**src/rtl/cam_stream_capture.sv**
```systemverilog
// Camera byte-stream capture: pairs bytes into Y8 / RGB565 / luma pixels, crops and decimates,
// and queues pixels with SOF/EOL flags into a small FIFO feeding a valid/ready stream.
module cam_stream_capture #(
    parameter int MAX_WIDTH  = 640,
    parameter int MAX_HEIGHT = 480,
    parameter int FIFO_DEPTH = 16,
    parameter int OUT_WIDTH  = 16,
    localparam int XW = $clog2(MAX_WIDTH),
    localparam int YW = $clog2(MAX_HEIGHT)
) (
    input  logic                 clk,
    input  logic                 rst,
    input  logic                 cam_vsync,
    input  logic                 cam_href,
    input  logic                 cam_byte_vld,
    input  logic [7:0]           cam_d,
    input  logic [1:0]           cfg_mode,
    input  logic [XW-1:0]        cfg_x0,
    input  logic [YW-1:0]        cfg_y0,
    input  logic [XW-1:0]        cfg_w,
    input  logic [YW-1:0]        cfg_h,
    input  logic [1:0]           cfg_decim,
    output logic                 out_valid,
    input  logic                 out_ready,
    output logic [OUT_WIDTH-1:0] out_data,
    output logic                 out_sof,
    output logic                 out_eol,
    output logic                 overflow,
    output logic [7:0]           drop_cnt
);

    // state  | meaning
    // IDLE   | after reset, waiting for the first vsync rise (never start mid-frame)
    // VBLANK | vertical blank, cfg latched when vsync falls
    // ACTIVE | capturing pixels of the current frame
    // DROP   | FIFO overflowed this frame, discard until next vsync rise
    typedef enum logic [1:0] {S_IDLE, S_VBLANK, S_ACTIVE, S_DROP} state_t;

    localparam int AW = $clog2(FIFO_DEPTH);
    localparam logic [XW-1:0] X_MAX    = XW'(MAX_WIDTH - 1);
    localparam logic [YW-1:0] Y_MAX    = YW'(MAX_HEIGHT - 1);
    localparam logic [AW:0]   CNT_FULL = (AW+1)'(FIFO_DEPTH);

    state_t state_q, state_d;

    logic vsync_q, href_q;
    logic vs_rise, vs_fall, href_rise, href_fall, frame_start;

    logic [1:0]    mode_q, mode_d;
    logic [XW-1:0] x0_q, x0_d, w_q, w_d;
    logic [YW-1:0] y0_q, y0_d, h_q, h_d;
    logic [1:0]    decim_q, decim_d;

    logic          phase_q, phase_d, phase_eff;
    logic [7:0]    b0_q, b0_d;
    logic [XW-1:0] x_q, x_d;
    logic [YW-1:0] y_q, y_d;
    logic          byte_take, pix_done;

    logic [15:0]   raw, pix16;
    logic [7:0]    r8, g8, b8, luma8;
    logic [9:0]    luma_sum;

    logic [1:0]    dmask;
    logic [XW-1:0] mask_x, dx;
    logic [YW-1:0] mask_y, dy;
    logic [XW:0]   last_x;
    logic          in_x, in_y, on_grid, accept, is_eol;

    logic                 sof_pend_q, sof_pend_d;
    logic                 pv_q, pv_d;
    logic [OUT_WIDTH-1:0] pdata_q, pdata_d;
    logic                 psof_q, psof_d, peol_q, peol_d;

    logic [OUT_WIDTH+1:0] mem [FIFO_DEPTH];
    logic [OUT_WIDTH+1:0] rd_entry;
    logic [AW-1:0]        wr_ptr_q, wr_ptr_d, rd_ptr_q, rd_ptr_d;
    logic [AW:0]          cnt_q, cnt_d;
    logic                 full, pop, push, wr_req, ovf_evt;

    logic       overflow_q, overflow_d;
    logic [7:0] drop_cnt_q, drop_cnt_d;

    assign vs_rise     = cam_vsync & ~vsync_q;
    assign vs_fall     = ~cam_vsync & vsync_q;
    assign href_rise   = cam_href & ~href_q;
    assign href_fall   = ~cam_href & href_q;
    assign frame_start = (state_q == S_VBLANK) && vs_fall;

    // Byte pairing and pixel coordinates
    assign byte_take = cam_byte_vld && cam_href;
    assign phase_eff = href_rise ? 1'b0 : phase_q;
    assign pix_done  = byte_take && phase_eff;

    always_comb begin
        phase_d = phase_eff;
        b0_d    = b0_q;
        x_d     = href_rise ? '0 : x_q;
        y_d     = y_q;
        if (byte_take) begin
            phase_d = ~phase_eff;
            if (!phase_eff) b0_d = cam_d;
        end
        if (pix_done && x_d != X_MAX) x_d = x_d + XW'(1);
        if (vs_fall) y_d = '0;
        else if (href_fall && y_q != Y_MAX) y_d = y_q + YW'(1);
    end

    // Pixel formatting from the held first byte and the completing byte
    assign raw      = {b0_q, cam_d};
    assign r8       = {raw[15:11], raw[15:13]};
    assign g8       = {raw[10:5], raw[10:9]};
    assign b8       = {raw[4:0], raw[4:2]};
    assign luma_sum = {2'b00, r8} + {1'b0, g8, 1'b0} + {2'b00, b8};
    assign luma8    = 8'(luma_sum >> 2);

    always_comb begin
        case (mode_q)
            2'd1:    pix16 = raw;
            2'd2:    pix16 = {8'h00, luma8};
            default: pix16 = {8'h00, b0_q};
        endcase
    end

    // Crop window and decimation grid
    always_comb begin
        case (decim_q)
            2'd0:    dmask = 2'b00;
            2'd1:    dmask = 2'b01;
            default: dmask = 2'b11;
        endcase
    end

    assign mask_x  = XW'(dmask);
    assign mask_y  = YW'(dmask);
    assign dx      = x_q - x0_q;
    assign dy      = y_q - y0_q;
    assign in_x    = (x_q >= x0_q) && (dx < w_q);
    assign in_y    = (y_q >= y0_q) && (dy < h_q);
    assign on_grid = ((dx & mask_x) == '0) && ((dy & mask_y) == '0);
    assign accept  = pix_done && (state_q == S_ACTIVE) && in_x && in_y && on_grid;
    assign last_x  = {1'b0, x0_q} + {1'b0, (w_q - XW'(1)) & ~mask_x};
    assign is_eol  = ({1'b0, x_q} == last_x);

    always_comb begin
        pv_d       = accept;
        pdata_d    = pdata_q;
        psof_d     = psof_q;
        peol_d     = peol_q;
        sof_pend_d = sof_pend_q;
        if (accept) begin
            pdata_d    = OUT_WIDTH'(pix16);
            psof_d     = sof_pend_q;
            peol_d     = is_eol;
            sof_pend_d = 1'b0;
        end
        if (frame_start) sof_pend_d = 1'b1;
    end

    // FIFO write stage; a simultaneous pop frees the slot on a full FIFO
    assign pop     = out_valid && out_ready;
    assign full    = (cnt_q == CNT_FULL);
    assign wr_req  = pv_q && (state_q != S_DROP);
    assign push    = wr_req && (!full || pop);
    assign ovf_evt = wr_req && full && !pop;

    always_comb begin
        wr_ptr_d = push ? wr_ptr_q + AW'(1) : wr_ptr_q;
        rd_ptr_d = pop ? rd_ptr_q + AW'(1) : rd_ptr_q;
        cnt_d    = cnt_q;
        if (push && !pop) cnt_d = cnt_q + (AW+1)'(1);
        else if (pop && !push) cnt_d = cnt_q - (AW+1)'(1);
    end

    always_comb begin
        overflow_d = overflow_q | ovf_evt;
        drop_cnt_d = drop_cnt_q;
        if (ovf_evt && drop_cnt_q != 8'hFF) drop_cnt_d = drop_cnt_q + 8'd1;
    end

    always_comb begin
        state_d = state_q;
        mode_d  = mode_q;
        x0_d    = x0_q;
        y0_d    = y0_q;
        w_d     = w_q;
        h_d     = h_q;
        decim_d = decim_q;
        case (state_q)
            S_IDLE:   if (vs_rise) state_d = S_VBLANK;
            S_VBLANK: if (vs_fall) state_d = S_ACTIVE;
            S_ACTIVE: begin
                if (vs_rise) state_d = S_VBLANK;
                else if (ovf_evt) state_d = S_DROP;
            end
            S_DROP:   if (vs_rise) state_d = S_VBLANK;
            default:  state_d = S_IDLE;
        endcase
        if (frame_start) begin
            mode_d  = cfg_mode;
            x0_d    = cfg_x0;
            y0_d    = cfg_y0;
            w_d     = cfg_w;
            h_d     = cfg_h;
            decim_d = cfg_decim;
        end
    end

    always_ff @(posedge clk) begin
        if (rst) begin
            state_q    <= S_IDLE;
            vsync_q    <= 1'b1;
            href_q     <= 1'b0;
            mode_q     <= '0;
            x0_q       <= '0;
            y0_q       <= '0;
            w_q        <= '0;
            h_q        <= '0;
            decim_q    <= '0;
            phase_q    <= 1'b0;
            b0_q       <= '0;
            x_q        <= '0;
            y_q        <= '0;
            sof_pend_q <= 1'b0;
            pv_q       <= 1'b0;
            pdata_q    <= '0;
            psof_q     <= 1'b0;
            peol_q     <= 1'b0;
            wr_ptr_q   <= '0;
            rd_ptr_q   <= '0;
            cnt_q      <= '0;
            overflow_q <= 1'b0;
            drop_cnt_q <= '0;
        end else begin
            state_q    <= state_d;
            vsync_q    <= cam_vsync;
            href_q     <= cam_href;
            mode_q     <= mode_d;
            x0_q       <= x0_d;
            y0_q       <= y0_d;
            w_q        <= w_d;
            h_q        <= h_d;
            decim_q    <= decim_d;
            phase_q    <= phase_d;
            b0_q       <= b0_d;
            x_q        <= x_d;
            y_q        <= y_d;
            sof_pend_q <= sof_pend_d;
            pv_q       <= pv_d;
            pdata_q    <= pdata_d;
            psof_q     <= psof_d;
            peol_q     <= peol_d;
            wr_ptr_q   <= wr_ptr_d;
            rd_ptr_q   <= rd_ptr_d;
            cnt_q      <= cnt_d;
            overflow_q <= overflow_d;
            drop_cnt_q <= drop_cnt_d;
        end
    end

    always_ff @(posedge clk) begin
        if (push) mem[wr_ptr_q] <= {psof_q, peol_q, pdata_q};
    end

    // Outputs read as zero while the FIFO is empty
    assign rd_entry  = mem[rd_ptr_q];
    assign out_valid = (cnt_q != '0);
    assign out_data  = out_valid ? rd_entry[OUT_WIDTH-1:0] : '0;
    assign out_sof   = out_valid & rd_entry[OUT_WIDTH+1];
    assign out_eol   = out_valid & rd_entry[OUT_WIDTH];
    assign overflow  = overflow_q;
    assign drop_cnt  = drop_cnt_q;

endmodule

```
**config.mk**
```make
export PLATFORM = sky130hd
export DESIGN_NAME = cam_stream_capture
export DESIGN_NICKNAME = d
export VERILOG_FILES = /design/src/rtl/cam_stream_capture.sv
export SDC_FILE = /design/constraint.sdc
export NUM_CORES = 1
export LEC_CHECK = 0
export CELL_PAD_IN_SITES_DETAIL_PLACEMENT = 0
export CELL_PAD_IN_SITES_GLOBAL_PLACEMENT = 1
export CORE_MARGIN = 5
export CORE_UTILIZATION = 55
export DETAILED_ROUTE_END_ITERATION = 8
export HOLD_SLACK_MARGIN = 0.03
export PLACE_DENSITY_LB_ADDON = 0.12
export SYNTH_ARGS = -nofsm -noshare
export SYNTH_HDL_FRONTEND = slang
export SYNTH_SLANG_ARGS = --single-unit
```
**constraint.sdc**
```tcl
create_clock -name clk -period 8.6 [get_ports clk]
set_input_delay 2.58 -clock clk [delete_from_list [all_inputs] [get_ports clk]]
set_output_delay 2.58 -clock clk [all_outputs]
set_load 0.05 [all_outputs]
```
After elaboration in Yosys (flattened, before gate mapping) --
Memory sizes are Yosys's and may differ from the RTL's. A register that Yosys moved wholly into a read port is not among the register bits. Index checks and enable logic that the tools add are counted. W data, S select, Z words.
Storage, ports and cells: logic and storage cells 127, memories kept 1, bits in writable memories 288, input port bits 56, output and inout port bits 28, register bits after elaboration 116
Memories:
- mem | depth 16, bits a word 18, rd ports 1, clocked after memory_dff 1, write ports 1, RTL line 75 | logic [OUT_WIDTH+1:0] mem [FIFO_DEPTH];
Cells by class: equal/unequal tests 15, add/subtract/negate cells 13, bitwise gates (word level) 16, mux-type cells 20, reductions and logical operators 35, $lt $le $gt $ge 4
Operator list (number):
- $pmux W16 S2 | 1
- $logic_and A1 B1 Y1 | 20
- $mux W10 | 2
- $mux W16 | 1
- $add A10 B10 Y11 | 1
- $eq A10 B11 Y1 | 1
- $add A10 B1 Y10 const B | 1
- $add A10 B8 Y10 | 1
- $add A8 B9 Y10 | 1
- $and A10 B10 Y10 | 1
- $and A10 B2 Y10 | 1
- $ge A10 B10 Y1 | 1
- $logic_not A10 Y1 | 1
- $lt A10 B10 Y1 | 1
- $mux W5 | 2
- $ne A10 B10 Y1 const B | 1
- $not A2 Y10 | 1
- $sub A10 B1 Y10 const B | 1
- $sub A10 B10 Y10 | 1
- $add A9 B1 Y9 const B | 1
- $and A9 B2 Y9 | 1
- $ge A9 B9 Y1 | 1
- $logic_not A9 Y1 | 1
- $lt A9 B9 Y1 | 1
- 29 further kinds | 58

Longest topological paths before layout --
Gate-level depths: netlist (run 1).
depth after elaboration 10, depth in mapped cells 19, gate-level depth less buffers 17

Least setup slack after synthesis (run 1) --
Ideal clock, no wire load.
path type input port to flip-flop, start point input out_ready, end point memory mem[3][0] in the netlist's numbering, enable pin, slack 3.619 ns, required time 8.184 ns, data arrival time 4.565 ns, path buffers 0, stages 4, library setup time 0.416 ns, cell sequence nor2b_1 -> a21boi_1 -> nand2_1 -> nor3_1
Between the ends: longest elaborated chain between the ends 5
Ends and longest elaborated chain:
- from (decl) | RTL line 24 | input logic out_ready,
- $logic_and A1 B1 Y1 | RTL line 161 | assign pop = out_valid && out_ready;
- $logic_or A1 B1 Y1 | RTL line 164 | assign push = wr_req && (!full || pop);
- $logic_and A1 B1 Y1 | RTL line 164
- named net push | RTL line 79 | logic full, pop, push, wr_req, ovf_evt;
- $mux W1 | RTL line 262 | if (push) mem[wr_ptr_q] <= {psof_q, peol_q, pdata_q};
- $mux W1 (implied by the code) | RTL line 262
- to (decl) | RTL line 75
The timed path passes the listed nets, and every way through them passes these cells.

==> results of run 1 <==
==> registers in the layout, indices dropped and copies added (netlist names), 5 cells and up, named ones only <==
signal and flops:
w_q 10, b0_q 8, x_q 10, x0_q 10
drop_cnt 8, y0_q 9, h_q 9, pdata_q 16
y_q 9, mem 288, cnt_q 5
==> power by group <==
group          internal, mW  switching, mW  total, mW
Combinational         0.622          0.801       1.42
Clock                  1.07          0.760       1.83
Sequential             2.12         0.0805       2.20
Total                  3.81           1.64       5.45
==> metal layers <==
| layer | up-vias | routed length, µm | GRT usage [%] |
|---|---|---|---|
| met5 | - | 0 | 0 |
| li1 | 5148 | - | - |
| met4 | 0 | 801 | 5.57 |
| met1 | 5279 | 16400 | 28.9 |
| met3 | 53 | 2120 | 3.11 |
| met2 | 306 | 20000 | 37.8 |
==> worst min path at each step <==
stage                                       to  slack [ps]                 start
final                      overflow$_SDFF_PP0_         450   overflow$_SDFF_PP0_
after global routing      y0_q[8]$_SDFFE_PP0P_         460  y0_q[8]$_SDFFE_PP0P_
after CTS                  overflow$_SDFF_PP0_         450   overflow$_SDFF_PP0_
after detailed placement   overflow$_SDFF_PP0_         440   overflow$_SDFF_PP0_
after global placement     overflow$_SDFF_PP0_         430   overflow$_SDFF_PP0_
after floorplan            h_q[1]$_SDFFE_PP0P_         440   h_q[1]$_SDFFE_PP0P_
==> worst max-delay path: cells and delay by family (launching register included) <==
| family | cells | cell delay, ps |
|---|---|---|
| buffers and inverters | 2 | 1260 |
| flip-flops | 1 | 1080 |
| multiplexers | 2 | 880 |
| AND/OR/NAND/NOR | 1 | 180 |
==> logic make-up after synthesis <==
| group | Yosys count |
|---|---|
| adders and majority gates | 86 |
| AOI/OAI and AO/OA | 177 |
| xor gates and xnor gates | 72 |
| and+or+nand+nor | 366 |
| buffers and inverters | 115 |
| DFF | 408 |
| muxes | 109 |
==> layout make-up <==
type	count	area (µm²)	share of cell area, %
clock inverter	21	245	1.17
inverter	61	229	1.09
timing repair buffer	105	993	4.72
tap	442	553	2.63
sequential	408	11100	52.5
multi-input combinational	810	6820	32.4
clock buffer	58	1150	5.47
==> cells in the final DEF, fill, tap and decap left out, drive strengths merged, types with 4 or more instances in the layout <==
master / n
xnor2: 39
clkdlybuf4s50: 82
mux2i: 19
edfxtp: 288
nor2: 95
mux4: 90
a22oi: 5
or2: 11
fa: 12
nand3: 18
clkinv: 15
nand4: 17
a21boi: 4
buf: 23
nor4: 6
and2: 21
a21o: 11
a21oi: 87
clkbuf: 58
nand2b: 8
bufinv: 4
nor2b: 11
inv: 62
o21ai: 26
a31oi: 5
nand2: 145
or3: 5
xor2: 33
nor3: 19
a211oi: 12
ha: 74
dfxtp: 120
==> metrics by stage <==
step,hold WS [ps],cell area (µm²),setup slack (ps)
2_1_floorplan,436,18300,3620
3_3_place_gp,435,19700,2650
3_5_place_dp,441,19700,2600
4_1_cts,450,21000,1970
5_1_grt,463,21000,1900
6_report,447,21000,2030
==> results.cfg, run 1 <==
[sta]
worst_slew_pin_slew_ps = 1160
hold_viol = 0
rsz0062_at_grt = no
fin_crit_ps = 6570
fin_skew_ps = 18.5
drv_slew = 0
slew_headroom_pct = 22.9
fmax_ghz = 0.152
finalSetupTns_ps = 0
period_share_pct = 76.4
finalSetupViolations = 0

[yosys]
synth_nets = 1475
netlist_instances = 1333
synth_top_family_by_area = multiplexers
yosys-top-cells-count = edfxtp_1, nand2_1, dfxtp_1, nor2_1, mux4_2
synth_seq_cells = 408
yosys.area_share.simple_pct = 9.12
yosys.area_share.adder_pct = 6.38
synthMuxAreaShare_pct = 12.1
synth_most_common_cell = edfxtp_1
syn_area_per_cell_um2 = 13.7
synth_xor_area_share_pct = 3.45
synth_compound_area_share_pct = 5.92
yosysUniqueCellTypes = 61
synth_flop_cell = edfxtp_1
synth_area_leader_cell = edfxtp_1
synthArstFlopShare_pct = 0
synth_edf_count = 288
synth-warning-count = 0
synth_top_area_share_pct = 47.3
netlist_area_um2 = 18300
yosysSeqAreaShare_pct = 60.5
synth_area_leaders = edfxtp_1, dfxtp_1, mux4_2, ha_1, nand2_1

[power_and_ir_drop]
power.total_mw = 5.45
p_per_area_nw_per_um2 = 259
vdd_drop_max_v = 0.000189
p_leak_nw = 7.31

[cells_and_area]
final_cells = 1905
nets = 1571
fillCellCount = 2447
syn2layout_area_growth_pct = 15.2
drive_gt1_share_pct = 14.4
utilization_pct = 64.4
diodes = 0

[grt]
grt_max_degree = 104
grt-ovfl-total = 0
grt_pass1_vias = 10893
grt_pass1_wl_mm = 61.6
grt_usage_pct = 21.7
antenna_found_initial = 0

[critical_path]
required_ps = 6020
cp_cell_sequence = buf_4 > mux4_2 > mux4_2 > and2_1 > clkdlybuf4s50_1
r2r_cells = 17
crit_top_cell = mux4_2
crit_path_max_fanout = 43
critical_path_class = reg2out
slowest_stage = dfxtp_2
worst_ep_arrival_time_ps = 3990
rrSetupSlack_ps = 4060
worstSetupEndpointType = output pin
r2r_end = peol_q$_SDFFE_PP0P_
crit_end = out_data[11]
cp-start-kind = flop
cpPeakStageDelay_ps = 1080
rr_startpoint = x_q[1]$_SDFF_PP0_

[hold_path]
holdPathStages = 2
hold_path_class = reg2reg

[die]
rows = 66
die-area_um2 = 37000
core_area_um2 = 32700
ios = 84
fp.dieW_um = 192
fp.dieH_um = 192
initial_utilization_pct = 55.9

[detailed_routing]
drc = 0
wl_per_cell_um = 20.6
wl_mm = 39.3
dr.pass1.iters = 4
vias = 10786
drt.antenna.violating_nets = 0
viasPerCell = 5.66
drtIter0Drc = 622

[place]
dp.cells = 1826
port_buffers = 83
routabilityCongestion = 0.828
hpwl_mm = 25.0

[cts]
tritoncts = done
cts.repair.resized = 0
clk_latency_ps = 560
cts_hold_buf = 0
cts_buffers = 43
htree_levels = 2
clkTransAtPathRegs_ps = 60
ctsRootBufferMaster = clkbuf_16
cts_setup_buffers = 0
clock_sinks = 408
cts_buffer_depth = 3

[job]
maxCapViolCount = 0

[outcome]
run_status = finished, final reports clean
(Power assumes the default switching activity.)
==> run 2, diff against run 1 <==
CORE_UTILIZATION = 46   (was 55)
clock period = 5.5 ns   (was 8.6 ns; I/O delays follow)
==> results.cfg, run 2 (same netlist as run 1, synthesis figures left out) <==
[cells_and_area]
syn2layout_area_growth_pct = 16.3
top_register = mem
seq_area_um2 = 11100
drive_gt1_share_pct = 15.0
final_common_cell = edfxtp_1
multi_input_area_um2 = 6820
fillCellCount = 3309
final_cells = 1996
utilization_pct = 53.7
nets = 1580
largest_reg_flops = 288
final_cell_mix = edfxtp_1, nand2_1, dfxtp_1, mux4_2, a21oi_1
largestRegisters = mem: 288 flops, pdata_q: 16 flops
fin_area_um2 = 21200

[grt]
grt_pass1_vias = 11120
grt-ovfl-total = 0
grt_pass1_wl_mm = 65.3
grt_usage_pct = 19.2
antenna_found_initial = 0
grt_max_degree = 68

[detailed_routing]
dr.pass1.iters = 4
drtIter0Drc = 632
wl_per_cell_um = 20.9
drc = 0
wl_mm = 41.7
drt.antenna.violating_nets = 0
viasPerCell = 5.39
vias = 10767

[place]
hpwl_mm = 27.0
routabilityCongestion = 0.799
port_buffers = 83
preCtsSetupSlack_ps = 745
place_area_um2 = 19800
dp.cells = 1917

[die]
fp.dieH_um = 209
fp.dieW_um = 209
ios = 84
die-area_um2 = 43800
core_area_um2 = 39500
rows = 73
initial_utilization_pct = 46.2

[outcome]
run_status = finished, final reports clean

[sta]
drv_slew = 0
fin_skew_ps = 12.9
slew_headroom_pct = 21.3
finalSetupTns_ps = 0
final.setup.worst_slack_ps = 365
finalSetupViolations = 0
fmax_ghz = 0.195
fin_crit_ps = 5140
worst_slew_pin_slew_ps = 1180
rsz0062_at_grt = no
fin_hold_ws_ps = 452
period_share_pct = 93.4
hold_viol = 0

[cts]
htree_levels = 2
clkTransAtPathRegs_ps = 60
cts_hold_buf = 0
cts_buffer_depth = 3
cts.repair.resized = 0
tritoncts = done
cts_setup_buffers = 0
cts_buffers = 44
clk_latency_ps = 560
ctsRootBufferMaster = clkbuf_16
clock_sinks = 408

[power_and_ir_drop]
clkPwrFrac_pct = 33.5
seq_power_share_pct = 39.8
p_per_area_nw_per_um2 = 406
vdd_drop_max_v = 0.000232
p_int_mw = 6.01
p_leak_nw = 7.36
power_switching_mw = 2.63
sw_frac_of_total_pct = 30.4
power.total_mw = 8.63
combPwrFrac_pct = 26.7

[critical_path]
worst_ep_arrival_time_ps = 3490
critical_path_class = reg2out
worstSetupEndpointType = output pin
required_ps = 3850
cp-start-kind = flop
crit_path_max_fanout = 25

[hold_path]
hold_path_class = reg2reg

[job]
maxCapViolCount = 0
[run 2: routing by layer]
metal | global-route usage, % | wire [µm] | up-vias
li1 | - | - | 5156
met1 | 25.0 | 17800 | 5339
met2 | 33.4 | 21100 | 208
met3 | 3.00 | 1820 | 64
met4 | 5.54 | 977 | 0
met5 | 0 | 0 | -
[run 2: cell type report]
type                    instances  area share [%]
flip-flops and latches        408            52.0
multi-input cells             810            32.1
clock buffers                  51            5.41
repair buffers                113            5.08
well taps                     525            3.09
clock inverters                27            1.20
inverters                      61            1.08
diodes                          1          0.0118
[run 2: path summary, 6_finish.rpt]
| check | from | to | slack [ps] | depth (start not counted) |
|---|---|---|---|---|
| setup / recovery | flop | out_data[6] | 360 | 5 |
| hold / removal | overflow$_SDFF_PP0_ | overflow$_SDFF_PP0_ | 450 | 2 |
| setup reg to reg | x0_q[1]$_SDFFE_PP0P_ | peol_q$_SDFFE_PP0P_ | 980 | 18 |
| hold reg to reg | overflow$_SDFF_PP0_ | overflow$_SDFF_PP0_ | 450 | 2 |
[run 2: worst max-delay path: stages (launching register included)]
cell	delay (ps)
dfxtp_4	680
buf_4	310
mux4_2	520
mux4_2	460
and2_1	210
clkdlybuf4s50_1	710
[run 2: power groups by stage]
| stage | Sequential, mW | Combinational, mW | Clock [mW] |
|---|---|---|---|
| 2_1_floorplan | 3.42 | 1.74 | 0 |
| 3_3_place_gp | 3.51 | 2.33 | 0 |
| 3_5_place_dp | 3.51 | 2.34 | 0 |
| 4_1_cts | 3.44 | 2.35 | 2.97 |
| 5_1_grt | 3.46 | 2.53 | 3.11 |
| 6_report | 3.44 | 2.30 | 2.89 |
